`src/rtl/obstacle_spawn_scheduler.sv`:
```
// obstacle_spawn_scheduler
//   Decides when each of the three obstacle slots is released onto the screen and which sprite
//   type it carries. A free-running 16-bit Galois LFSR supplies the random gap extension and the
//   sprite type. The base gap shrinks every 8 releases down to a floor.
//
// Ports
//   clk_i          system clock
//   rst_i          asynchronous active-high reset
//   frame_tick_i   one-clk pulse per video frame
//   game_state_i   0=READY, 1=RUNNING, 2/3=OVER
//   slot_done_i    per-slot pulse: obstacle has left the screen
//   release_o      one-clk pulse: start moving slot i from the right edge
//   obsN_sel_o     sprite type of slot N, held between releases
//   active_o       slot i in flight
//   spawn_count_o  releases since the last restart, saturating
module obstacle_spawn_scheduler #(
    parameter int unsigned MIN_GAP   = 40,
    parameter int unsigned GAP_BITS  = 6,
    parameter int unsigned GAP_FLOOR = 16,
    parameter int unsigned GAP_STEP  = 2,
    parameter int unsigned FIRST_GAP = 30,
    parameter int unsigned NUM_TYPES = 6,
    parameter logic [15:0] SEED      = 16'hACE1
) (
    input  logic        clk_i,
    input  logic        rst_i,
    input  logic        frame_tick_i,
    input  logic [1:0]  game_state_i,
    input  logic [2:0]  slot_done_i,
    output logic [2:0]  release_o,
    output logic [3:0]  obs1_sel_o,
    output logic [3:0]  obs2_sel_o,
    output logic [3:0]  obs3_sel_o,
    output logic [2:0]  active_o,
    output logic [15:0] spawn_count_o
);

    localparam logic [7:0] MinGapW   = 8'(MIN_GAP);
    localparam logic [7:0] FirstGapW = 8'(FIRST_GAP);
    localparam logic [7:0] GapFloorW = 8'(GAP_FLOOR);
    localparam logic [7:0] GapStepW  = 8'(GAP_STEP);
    localparam logic [3:0] NumTypesW = 4'(NUM_TYPES);

    localparam logic [1:0] GsReady   = 2'd0;
    localparam logic [1:0] GsRunning = 2'd1;

    typedef enum logic [1:0] {StStop, StWait, StFull, StRelease} state_e;

    state_e            state_q, state_d;
    logic [2:0]        release_q, release_d;
    logic [2:0]        active_q, active_d;
    logic [2:0][3:0]   sel_q, sel_d;
    logic [15:0]       spawn_count_q, spawn_count_d;
    logic [7:0]        gap_cnt_q, gap_cnt_d;
    logic [7:0]        gap_base_q, gap_base_d;
    logic [15:0]       lfsr_q, lfsr_d;

    logic [2:0]        free_slot;
    logic              any_free;
    logic [3:0]        type_raw;
    logic [3:0]        type_sel;
    logic [15:0]       count_inc;
    logic [7:0]        base_next;
    logic [7:0]        gap_ext;
    logic              do_release;

    always_comb begin
        // Right-shifting Galois form of x^16+x^14+x^13+x^11+1.
        lfsr_d = {1'b0, lfsr_q[15:1]} ^ (lfsr_q[0] ? 16'hB400 : 16'h0000);

        // Lowest-index free slot, one-hot; zero when all slots are in flight.
        free_slot = 3'b000;
        if (!active_q[0]) begin
            free_slot = 3'b001;
        end else if (!active_q[1]) begin
            free_slot = 3'b010;
        end else if (!active_q[2]) begin
            free_slot = 3'b100;
        end
        any_free = ~&active_q;

        type_raw = {1'b0, lfsr_q[14:12]};
        type_sel = (type_raw < NumTypesW) ? type_raw : type_raw - NumTypesW;

        count_inc = (spawn_count_q == 16'hFFFF) ? spawn_count_q : spawn_count_q + 16'd1;

        // Ramp is applied before the reload so the new base governs the very next gap.
        base_next = gap_base_q;
        if (count_inc[2:0] == 3'd0) begin
            base_next = (gap_base_q >= GapFloorW + GapStepW) ? gap_base_q - GapStepW : GapFloorW;
        end
        gap_ext = 8'(lfsr_q[GAP_BITS-1:0]);
    end

    always_comb begin
        state_d       = state_q;
        release_d     = 3'b000;
        active_d      = active_q & ~slot_done_i;
        sel_d         = sel_q;
        spawn_count_d = spawn_count_q;
        gap_cnt_d     = gap_cnt_q;
        gap_base_d    = gap_base_q;
        do_release    = 1'b0;

        unique case (state_q)
            StStop: begin
                if (game_state_i == GsReady) begin
                    active_d      = 3'b000;
                    spawn_count_d = 16'd0;
                    gap_base_d    = MinGapW;
                    gap_cnt_d     = FirstGapW;
                end else if (game_state_i == GsRunning) begin
                    state_d = StWait;
                end else begin
                    // Game over: everything frozen, slot_done ignored.
                    active_d = active_q;
                end
            end
            StWait: begin
                if (game_state_i != GsRunning) begin
                    state_d = StStop;
                end else if (frame_tick_i) begin
                    if (gap_cnt_q != 8'd0) begin
                        gap_cnt_d = gap_cnt_q - 8'd1;
                    end
                    if (gap_cnt_q <= 8'd1) begin
                        if (any_free) begin
                            do_release = 1'b1;
                        end else begin
                            state_d = StFull;
                        end
                    end
                end
            end
            StFull: begin
                if (game_state_i != GsRunning) begin
                    state_d = StStop;
                end else if (any_free) begin
                    do_release = 1'b1;
                end
            end
            StRelease: begin
                state_d = (game_state_i == GsRunning) ? StWait : StStop;
            end
            default: state_d = StStop;
        endcase

        // Release side effects are registered on the edge entering StRelease, so the pulse,
        // the new sel and the active bit are all visible during the single StRelease cycle.
        if (do_release) begin
            state_d       = StRelease;
            release_d     = free_slot;
            active_d      = (active_q & ~slot_done_i) | free_slot;
            spawn_count_d = count_inc;
            gap_base_d    = base_next;
            gap_cnt_d     = base_next + gap_ext;
            for (int i = 0; i < 3; i++) begin
                if (free_slot[i]) begin
                    sel_d[i] = type_sel;
                end
            end
        end
    end

    always_ff @(posedge clk_i or posedge rst_i) begin
        if (rst_i) begin
            state_q       <= StStop;
            release_q     <= 3'b000;
            active_q      <= 3'b000;
            sel_q         <= '0;
            spawn_count_q <= 16'd0;
            gap_cnt_q     <= 8'd0;
            gap_base_q    <= MinGapW;
            lfsr_q        <= SEED;
        end else begin
            state_q       <= state_d;
            release_q     <= release_d;
            active_q      <= active_d;
            sel_q         <= sel_d;
            spawn_count_q <= spawn_count_d;
            gap_cnt_q     <= gap_cnt_d;
            gap_base_q    <= gap_base_d;
            lfsr_q        <= lfsr_d;
        end
    end

    assign release_o     = release_q;
    assign active_o      = active_q;
    assign obs1_sel_o    = sel_q[0];
    assign obs2_sel_o    = sel_q[1];
    assign obs3_sel_o    = sel_q[2];
    assign spawn_count_o = spawn_count_q;

endmodule

```
`config.mk`:
```
export PLATFORM = sky130hd
export DESIGN_NAME = obstacle_spawn_scheduler
export DESIGN_NICKNAME = d
export VERILOG_FILES = /design/src/rtl/obstacle_spawn_scheduler.sv
export SDC_FILE = /design/constraint.sdc
export NUM_CORES = 1
export LEC_CHECK = 0
export ABC_AREA = 1
export BUFFER_PORTS_ARGS = -buffer_cell sky130_fd_sc_hd__buf_4
export CORE_MARGIN = 2
export CORE_UTILIZATION = 50
export DETAILED_ROUTE_END_ITERATION = 10
export PLACE_DENSITY_LB_ADDON = 0.1
export SYNTH_ARGS = -nofsm -noshare
export SYNTH_HDL_FRONTEND = slang
export SYNTH_SLANG_ARGS = --single-unit
```
`constraint.sdc`:
```
create_clock -name clk_i -period 3.7 [get_ports clk_i]
set_input_delay 0.37 -clock clk_i [delete_from_list [all_inputs] [get_ports clk_i]]
set_output_delay 0.37 -clock clk_i [all_outputs]
set_load 0.005 [all_outputs]
```
---- Word-level counts from Yosys, hierarchy flattened ----
Index checks and enable logic that the tools add are counted.
cells by class
  eq/ne operators ......................... 18
  bitwise gates (word level) .............. 4
  $add $sub $neg .......................... 5
  magnitude comparators ................... 3
  reductions and logical operators ........ 15
  mux-type cells .......................... 41
operator list
  operator                 number
  $mux W16                 5
  $mux W8                  10
  $mux W3                  8
  $ne A3 B3 Y1 const B     7
  $add A16 B1 Y16 const B  1
  $eq A16 B16 Y1 const B   1
  $mux W2                  8
  $ne A4 B4 Y1 const B     4
  $pmux W8 S2              1
  $xor A15 B16 Y16         1
  $add A8 B6 Y8            1
  $ge A8 B5 Y1 const B     1
  $le A8 B1 Y1 const B     1
  $pmux W2 S4              1
  $reduce_and A2 Y1        4
  $reduce_bool A8 Y1       1
  $sub A8 B1 Y8 const B    1
  $sub A8 B2 Y8 const B    1
  $mux W1                  6
  $reduce_and A3 Y1        2
  $reduce_and A6 Y1        1
  $reduce_and A5 Y1        1
  $eq A2 B1 Y1 const B     2
  $eq A2 B2 Y1 const B     2
  other kinds (13)         15
storage, ports and cells
  input bits .............................. 8
  output and inout port bits .............. 34
  register bits after elaboration ......... 68

---- Logic depth before layout (Yosys ltp) ----
Gate-level depths: netlist of run 1.
  depth in word-level cells ............... 8
  depth in mapped cells ................... 27
  depth with buffers taken out ............ 27

---- Worst setup path after synthesis of run 1 ----
OpenSTA, ideal clock, no wires.
  kind .................................... register to register
  from .................................... register spawn_count_q[0], in the netlist spawn_count_o[0]
  to ...................................... register gap_cnt_q[6]
  cell stages (with the launch flop) ...... 23
  arrival ................................. 2.947 ns
  setup time .............................. 0.116 ns
  slack ................................... 0.637 ns
  path buffers ............................ 0
  cells stage by stage .................... dfrtp_1 -> ha_1 -> inv_1 -> nor2_4 -> nand2_4 -> nor2_8 -> nor2_1 -> nand3_4 -> nor2_2 -> nor2_1 -> ha_1 -> fa_1 -> nand2_1 -> inv_1 -> o21ai_0 -> nand2_1 -> nand2_1 -> nand2_1 -> a21oi_1 -> xnor2_1 -> nand2_1 -> nand2_1 -> nand2_1
between the ends
  word-level cells in the longest chain between the ends .. 6
  elaborated cells on any way between the ends .. 7
  classes of those cells .................. add/sub: 2; eq/ne: 1; mux: 3; reduce/logical: 1
RTL lines
  item                                               RTL line  RTL
  start, declared                                    53        logic [15:0] spawn_count_q, spawn_count_d;
  start signal, assigned                             180       spawn_count_q <= spawn_count_d;
  $add A16 B1 Y16 or $eq A16 B16 Y1 (tied branches)  85        count_inc = (spawn_count_q == 16'hFFFF) ? spawn_count_q : spawn_count_q + 16'd1;
  $mux W16 *                                         85
  $logic_not A3 Y1 *                                 89        if (count_inc[2:0] == 3'd0) begin
  $mux W8 *                                          89
  $add A8 B6 Y8 *                                    156       gap_cnt_d = base_next + gap_ext;
  $mux W8 *                                          150       if (do_release) begin
  end signal, assigned                               181       gap_cnt_q <= gap_cnt_d;
  end, declared                                      54        logic [7:0] gap_cnt_q, gap_cnt_d;
Mark *: on every way between the ends. The rest lies on a longest branch, timed or not. The select of a mux whose other input is x is not followed.
A chain may end at the register's enable or synchronous reset.

---- Worst setup path after layout of run 1 ----
Same ends and word-level chain as after synthesis.

==> reports/metrics.yaml, run 1 <==
status: "completed"
cp-start-kind: "flop"
area_delta_synth_final_pct: 15.4
cts.sinks: 65
crit_start: "spawn_count_o[0]"
grt_use_total_pct: 21.6
viasPerCell: 5.10
crit_fanout: 10
vias: 3012
setup_viol: 0
min_path_type: "input pin to async pin"
antenna_found_initial: 0
vdd_drop_max_mv: 0.292
finalCriticalPeriod_ps: 3340
hold_viol_final: 0
fp.dieH_um: 89.1
required_ps: 3930
core_mm2: 0.00714
synth_most_common_cell: "nand2_1"
num_rows: 31
synth_common_cells: "nand2_1, inv_1, dfrtp_1, nor2_1, o21ai_0"
async_reset_ff_share_pct: 100
routed_wl_um: 7820
syn_area_per_cell_um2: 8.19
synth_flop_cell: "dfrtp_1"
overflow: 0
slew_viol_final: 0
grt_max_degree: 48
layout_worst_path_cycle_share_pct: 90.2
dp_slack_ps: 313
r2r-start: "spawn_count_o[0]"
powerDensity_mw_per_mm2: 464
top_level_ports: 42
yosysSeqAreaShare_pct: 45.3
tightest_slew_ps: 969
synth_edf_count: 0
finalSetupTns_ps: 0
yosysWarningCount: 0
netlist_top_cells_area: "dfrtp_1, nand2_1, dfstp_2"
root_buffer: "clkbuf_8"
synth_top_cell_area_share_pct: 38.0
gp_congestion: 0.861
layout-drive-gt1-share_pct: 19.1
die-area_mm2: 0.00793
critical_path_class: "flop to flop"
clockBufferDepth: 2
dp_hpwl_um: 5670
finalNonFillerCells: 591
drc_errors: 0
syn_area_mm2: 0.00362
diodes: 0
portBuffers: 38
rsz0062_at_grt: "false"
design_area_mm2: 0.00417
grt_pass1_wl_um: 13400
maxCapViolations: 0
clkLatencyLatePin_ps: 340
yosysTopAreaCell: "dfrtp_1"
dp_cells: 575
initial_core_util_pct: 50.7
first_iter_violations: 137
leakagePower_nw: 2.10
cts_tree: "built"
setup.worst_path.end_class: "flop"
place_area_mm2: 0.00400
synth-seq-cells: 65
fillers: 670
synth.distinct_cells: 43
fmax_ghz: 0.300
clkSlewWorstSetupHoldPaths_ps: 80
dr.pass1.iters: 6
cts_buffers: 9
arrival_ps: 3570
post_drt_wl_per_cell_um: 13.2
htree_num_levels: 3
syn-instance-count: 442
nNetsFinal: 511
worst_slack_ps: 364
skew_ps: 12.4
relSlewSlack_pct: 35.3
grt_pass1_vias: 2962
die_x_um: 89.1
ant_nets: 0
final timing paths:
| kind | to | slack, ps | cells past startpoint |
|---|---|---|---|
| min in group clk_i | active_o[2] | 280 | 2 |
| hold / removal | gap_cnt_q[0] | 260 | 2 |
| hold reg to reg | lfsr_q[8] | 350 | 0 |
| setup / recovery | gap_cnt_q[6] | 360 | 24 |
| max in group asynchronous | lfsr_q[13] | 2560 | 3 |
| setup reg to reg | gap_cnt_q[6] | 360 | 24 |
timing repair:
action	in CTS	in global routing
endpoints found under the setup margin	0	1
setup buffers	0	0
endpoints found under the hold margin	0	0
hold buffers	0	0
gates resized for setup	0	2
per-layer routing:
metal / wire, µm / vias to the layer above / global-route usage [%]
li1: - / 1522 / -
met1: 3700 / 1415 / 29.0
met2: 3780 / 67 / 35.7
met3: 290 / 8 / 5.17
met4: 48 / 0 / 5.02
met5: 0 / - / 0
registers in the layout, indices dropped and copies added (netlist names):
register / cells
active_o: 3
gap_base_q: 8
gap_cnt_q: 8
lfsr_q: 16
obs1_sel_o: 3
obs2_sel_o: 3
obs3_sel_o: 3
release_o: 3
spawn_count_o: 16
state_q: 2
critical path, cell delays in order (launching register included):
cell and delay (ps):
dfrtp_2 440, ha_1 220, inv_1 110, nor2_4 70, nand2_4 120, inv_2 60, nand2_2 90, nand2_1 70
nand2_2 100, nand3_4 160, nor2_2 190, nor2_1 60, ha_1 210, fa_1 380, nand2_1 70, inv_1 40
o21ai_0 140, nand2_1 110, nand2_1 70, nand2_1 40, a21oi_1 150, xnor2_1 140, nand2_1 70, nand2_1 80
nand2_1 50
report_power, final:
group	switching, mW	internal [mW]
clock network	0.268	0.260
registers	0.0600	0.777
logic	0.370	0.201
total	0.698	1.24
cells by family after synthesis:
kind of cell | share of synthesized area (%)
compound gates | 13.4
fa+ha+maj | 5.74
other cells | 0.104
buf+inv | 8.23
xor+xnor | 2.90
flops | 45.3
simple gates | 24.3
cells in the final DEF (no fill, tap or decap), types with 4 or more instances in the layout:
master	count
o22ai_1	13
dfstp_2	10
nand3_1	22
a31oi_1	4
ha_1	15
nor2_2	5
dfrtp_1	54
a21oi_1	14
buf_4	39
o21ai_0	29
nor3_1	8
clkbuf_8	10
inv_1	64
xor2_1	9
nand2_2	8
nor2_1	38
nand2_1	94
inv_2	5
metrics by stage:
step / power [mW] / util [%] / hold WS (ps)
after detailed placement: 1.41 / 56.1 / 340
after global routing: 2.09 / 58.5 / 294
final: 1.94 / 58.5 / 256
after floorplan: 1.27 / - / 331
after CTS: 1.95 / 58.4 / 274
after global placement: 1.40 / 56.1 / 336
final cells by class:
| type | instances | area, µm² | share of cell area, % |
|---|---|---|---|
| Clock inverter | 3 | 17.5 | 0.420 |
| Timing Repair Buffer | 39 | 293 | 7.01 |
| Sequential cell | 65 | 1640 | 39.3 |
| Tap cell | 99 | 124 | 2.97 |
| Clock buffer | 13 | 149 | 3.57 |
| Inverter | 69 | 259 | 6.21 |
| Multi-Input combinational cell | 303 | 1690 | 40.5 |
(Power assumes the default switching activity.)
==> inputs of run 2 (changes only) <==
- clock period: 3.7 -> 2.8 ns (I/O delays scaled with it)
==> run 2 against run 1 <==
  * The run now ends with setup timing left
  * Register-to-register slack got worse by 510 ps
  * Largest cell class unchanged
  * Global-route usage rose by 0.53 points
  * Clock power increased by 54%
  * Cell area grew 12%
  * Clock-buffer cell count decreased by 4
  * Maximum frequency increased by 13%
  * Sequential share of layout area shrank 4.3 points
  * Sequential power is 30% higher
  * Worst hold slack got worse by 220 ps
  * Worst setup slack got worse by 510 ps
==> reports/metrics.yaml, run 2 (synthesis gave the netlist of run 1 again) <==
routed_wl_um: 8280  # +5.9%
gp_congestion: 0.908  # +5.5%
path_cells: "ha_2 > inv_2 > nor2_4 > nand2_4 > inv_2 > nand2_2 > nand2_1 > nand2_2 > nand3_4 > nor2_4 > nor2_2 > ha_2 > fa_2 > nand2_2 > inv_2 > o21ai_1 > nand2_1 > nand2_1 > nand2_1 > a21oi_2 > xnor2_1 > nand2_1 > nand2_1 > nand2_1"
status: "finished with violations"
vias: 3244  # +7.7%
cts_tree: "built"
die_x_um: 89.1  # unchanged
skew_ps: 6.79  # -5.66 ps
tightest_slew_ps: 681  # -288 ps
first_iter_violations: 191  # +39%
root_buffer: "clkbuf_8"
dp_slack_ps: -166  # -478 ps
initial_core_util_pct: 50.7  # unchanged
critical_path_class: "flop to flop"
num_rows: 31  # unchanged
powerDensity_mw_per_mm2: 597  # +29%
required_ps: 3040  # -890 ps
critPathMostFrequentCell: "nand2_1"
violations: "setup timing"
layout_worst_path_cycle_share_pct: 105  # +15 points
antenna_found_initial: 0  # unchanged
overflow: 0  # unchanged
slowest_stage: "dfrtp_1"
htree_num_levels: 3  # unchanged
hold_viol_final: 0  # unchanged
nNetsFinal: 562  # +10%
cpLargestDelayFamily: "simple AND/OR/NAND/NOR gates"
grt_pass1_wl_um: 13600  # +0.98%
dp_hpwl_um: 5980  # +5.4%
slew_viol_final: 0  # unchanged
finish.utilization_pct: 65.6  # +7.1 points
finalSetupTns_ps: -440  # -440 ps
relSlewSlack_pct: 54.5  # +19 points
clockBufferDepth: 2  # unchanged
setup.worst_path.end_class: "flop"
fp.dieH_um: 89.1  # unchanged
fmax_ghz: 0.340  # +13%
worst_slack_ps: -144  # -508 ps
leakagePower_nw: 2.38  # +14%
area_delta_synth_final_pct: 29.3
grt_use_total_pct: 22.1  # +0.53 points
vdd_drop_max_mv: 0.355  # +22%
top_level_ports: 42  # unchanged
path_buf_inv: 3  # unchanged
finalPower_mw: 2.79  # +44%
grt_pass1_vias: 3064  # +3.4%
finalCriticalPeriod_ps: 2940  # -392 ps
hold_buffers: 0  # unchanged
viasPerCell: 5.05  # -0.85%
arrival_ps: 3190  # -380 ps
core_mm2: 0.00714  # unchanged
max_stage_delay_ps: 390  # -50 ps
clkSlewWorstSetupHoldPaths_ps: 80  # about the same
setup_viol: 4  # +4
rsz0062_at_grt: "true"
clkLatencyLatePin_ps: 350  # about the same
maxCapViolations: 0  # unchanged
cts_buffers: 9  # unchanged
cts.sinks: 65  # unchanged
cp-start-kind: "flop"
finalNonFillerCells: 642  # +8.6%
fillers: 644  # -3.9%
grt_max_degree: 36  # -25%
crit_fanout: 7  # -3
post_drt_wl_per_cell_um: 12.9  # -2.5%
die-area_mm2: 0.00793  # unchanged
dp_cells: 617  # +7.3%
final_cell_mix: "nand2_1, buf_4, inv_1"
ant_nets: 0  # unchanged
drc_errors: 0  # unchanged
portBuffers: 38  # unchanged
diodes: 0  # unchanged
layout-drive-gt1-share_pct: 30.6  # +11 points
dr.pass1.iters: 4  # -2
min_path_type: "input pin to async pin"
## run 2: cell count changes in the layout (fill, tap and decap cells not counted), sizes merged
cell    previous run  this run
clkbuf            13         9
inv               69        71
bufinv             0         1
clkinv             2         3
buf               39        90
## run 2: layer usage
| layer | global-route usage, % | vias to the layer above | share of wire (%) |
|---|---|---|---|
| met1 | 29.4 | 1541 | 47 |
| li1 | - | 1626 | - |
| met5 | 0 | - | 0 |
| met3 | 3.88 | 9 | 3.3 |
| met2 | 36.6 | 68 | 48 |
| met4 | 7.87 | 0 | 1.3 |
## run 2: worst paths after layout
| kind | from | endpoint | slack (ps) | cells past startpoint |
|---|---|---|---|---|
| max in group asynchronous | rst_i | lfsr_q[5] | 2080 | 3 |
| min in group clk_i | slot_done_i[1] | active_o[1] | 170 | 2 |
| worst max register to register | spawn_count_o[0] | gap_cnt_q[6] | -140 | 24 |
| worst min-delay path | rst_i | state_q[1] | 40 | 2 |
| worst max-delay path | spawn_count_o[0] | gap_cnt_q[6] | -140 | 24 |
| worst min register to register | lfsr_q[9] | lfsr_q[8] | 350 | 0 |
## run 2: through the flow
stage | cell area [µm²] | hold WS [ps]
5_1_grt | 4680 | 96.4
6_report | 4680 | 38.0
4_1_cts | 4630 | 62.6
3_3_place_gp | 4370 | 339
2_1_floorplan | 3670 | 331
3_5_place_dp | 4370 | 341
## run 2: what timing repair did
action / CTS / global route
pin swaps: 10 / 12
setup buffers: 5 / 6
setup endpoints to repair: 4 / 5
cloned: 0 / 0
resized for setup: 6 / 7
## run 2: power by group
group | switching (mW) | internal, mW
sequential | 0.0671 | 1.02
clock | 0.399 | 0.418
combinational | 0.537 | 0.349
total | 1.00 | 1.79
## run 2: cell type report
class	count	area, µm²	area share [%]
multi-input cells	303	1770	37.8
flip-flops and latches	65	1640	35.0
repair buffers	90	688	14.7
inverters	69	259	5.53
clock buffers	9	124	2.65
well taps	99	124	2.65
clock inverters	7	77.6	1.66
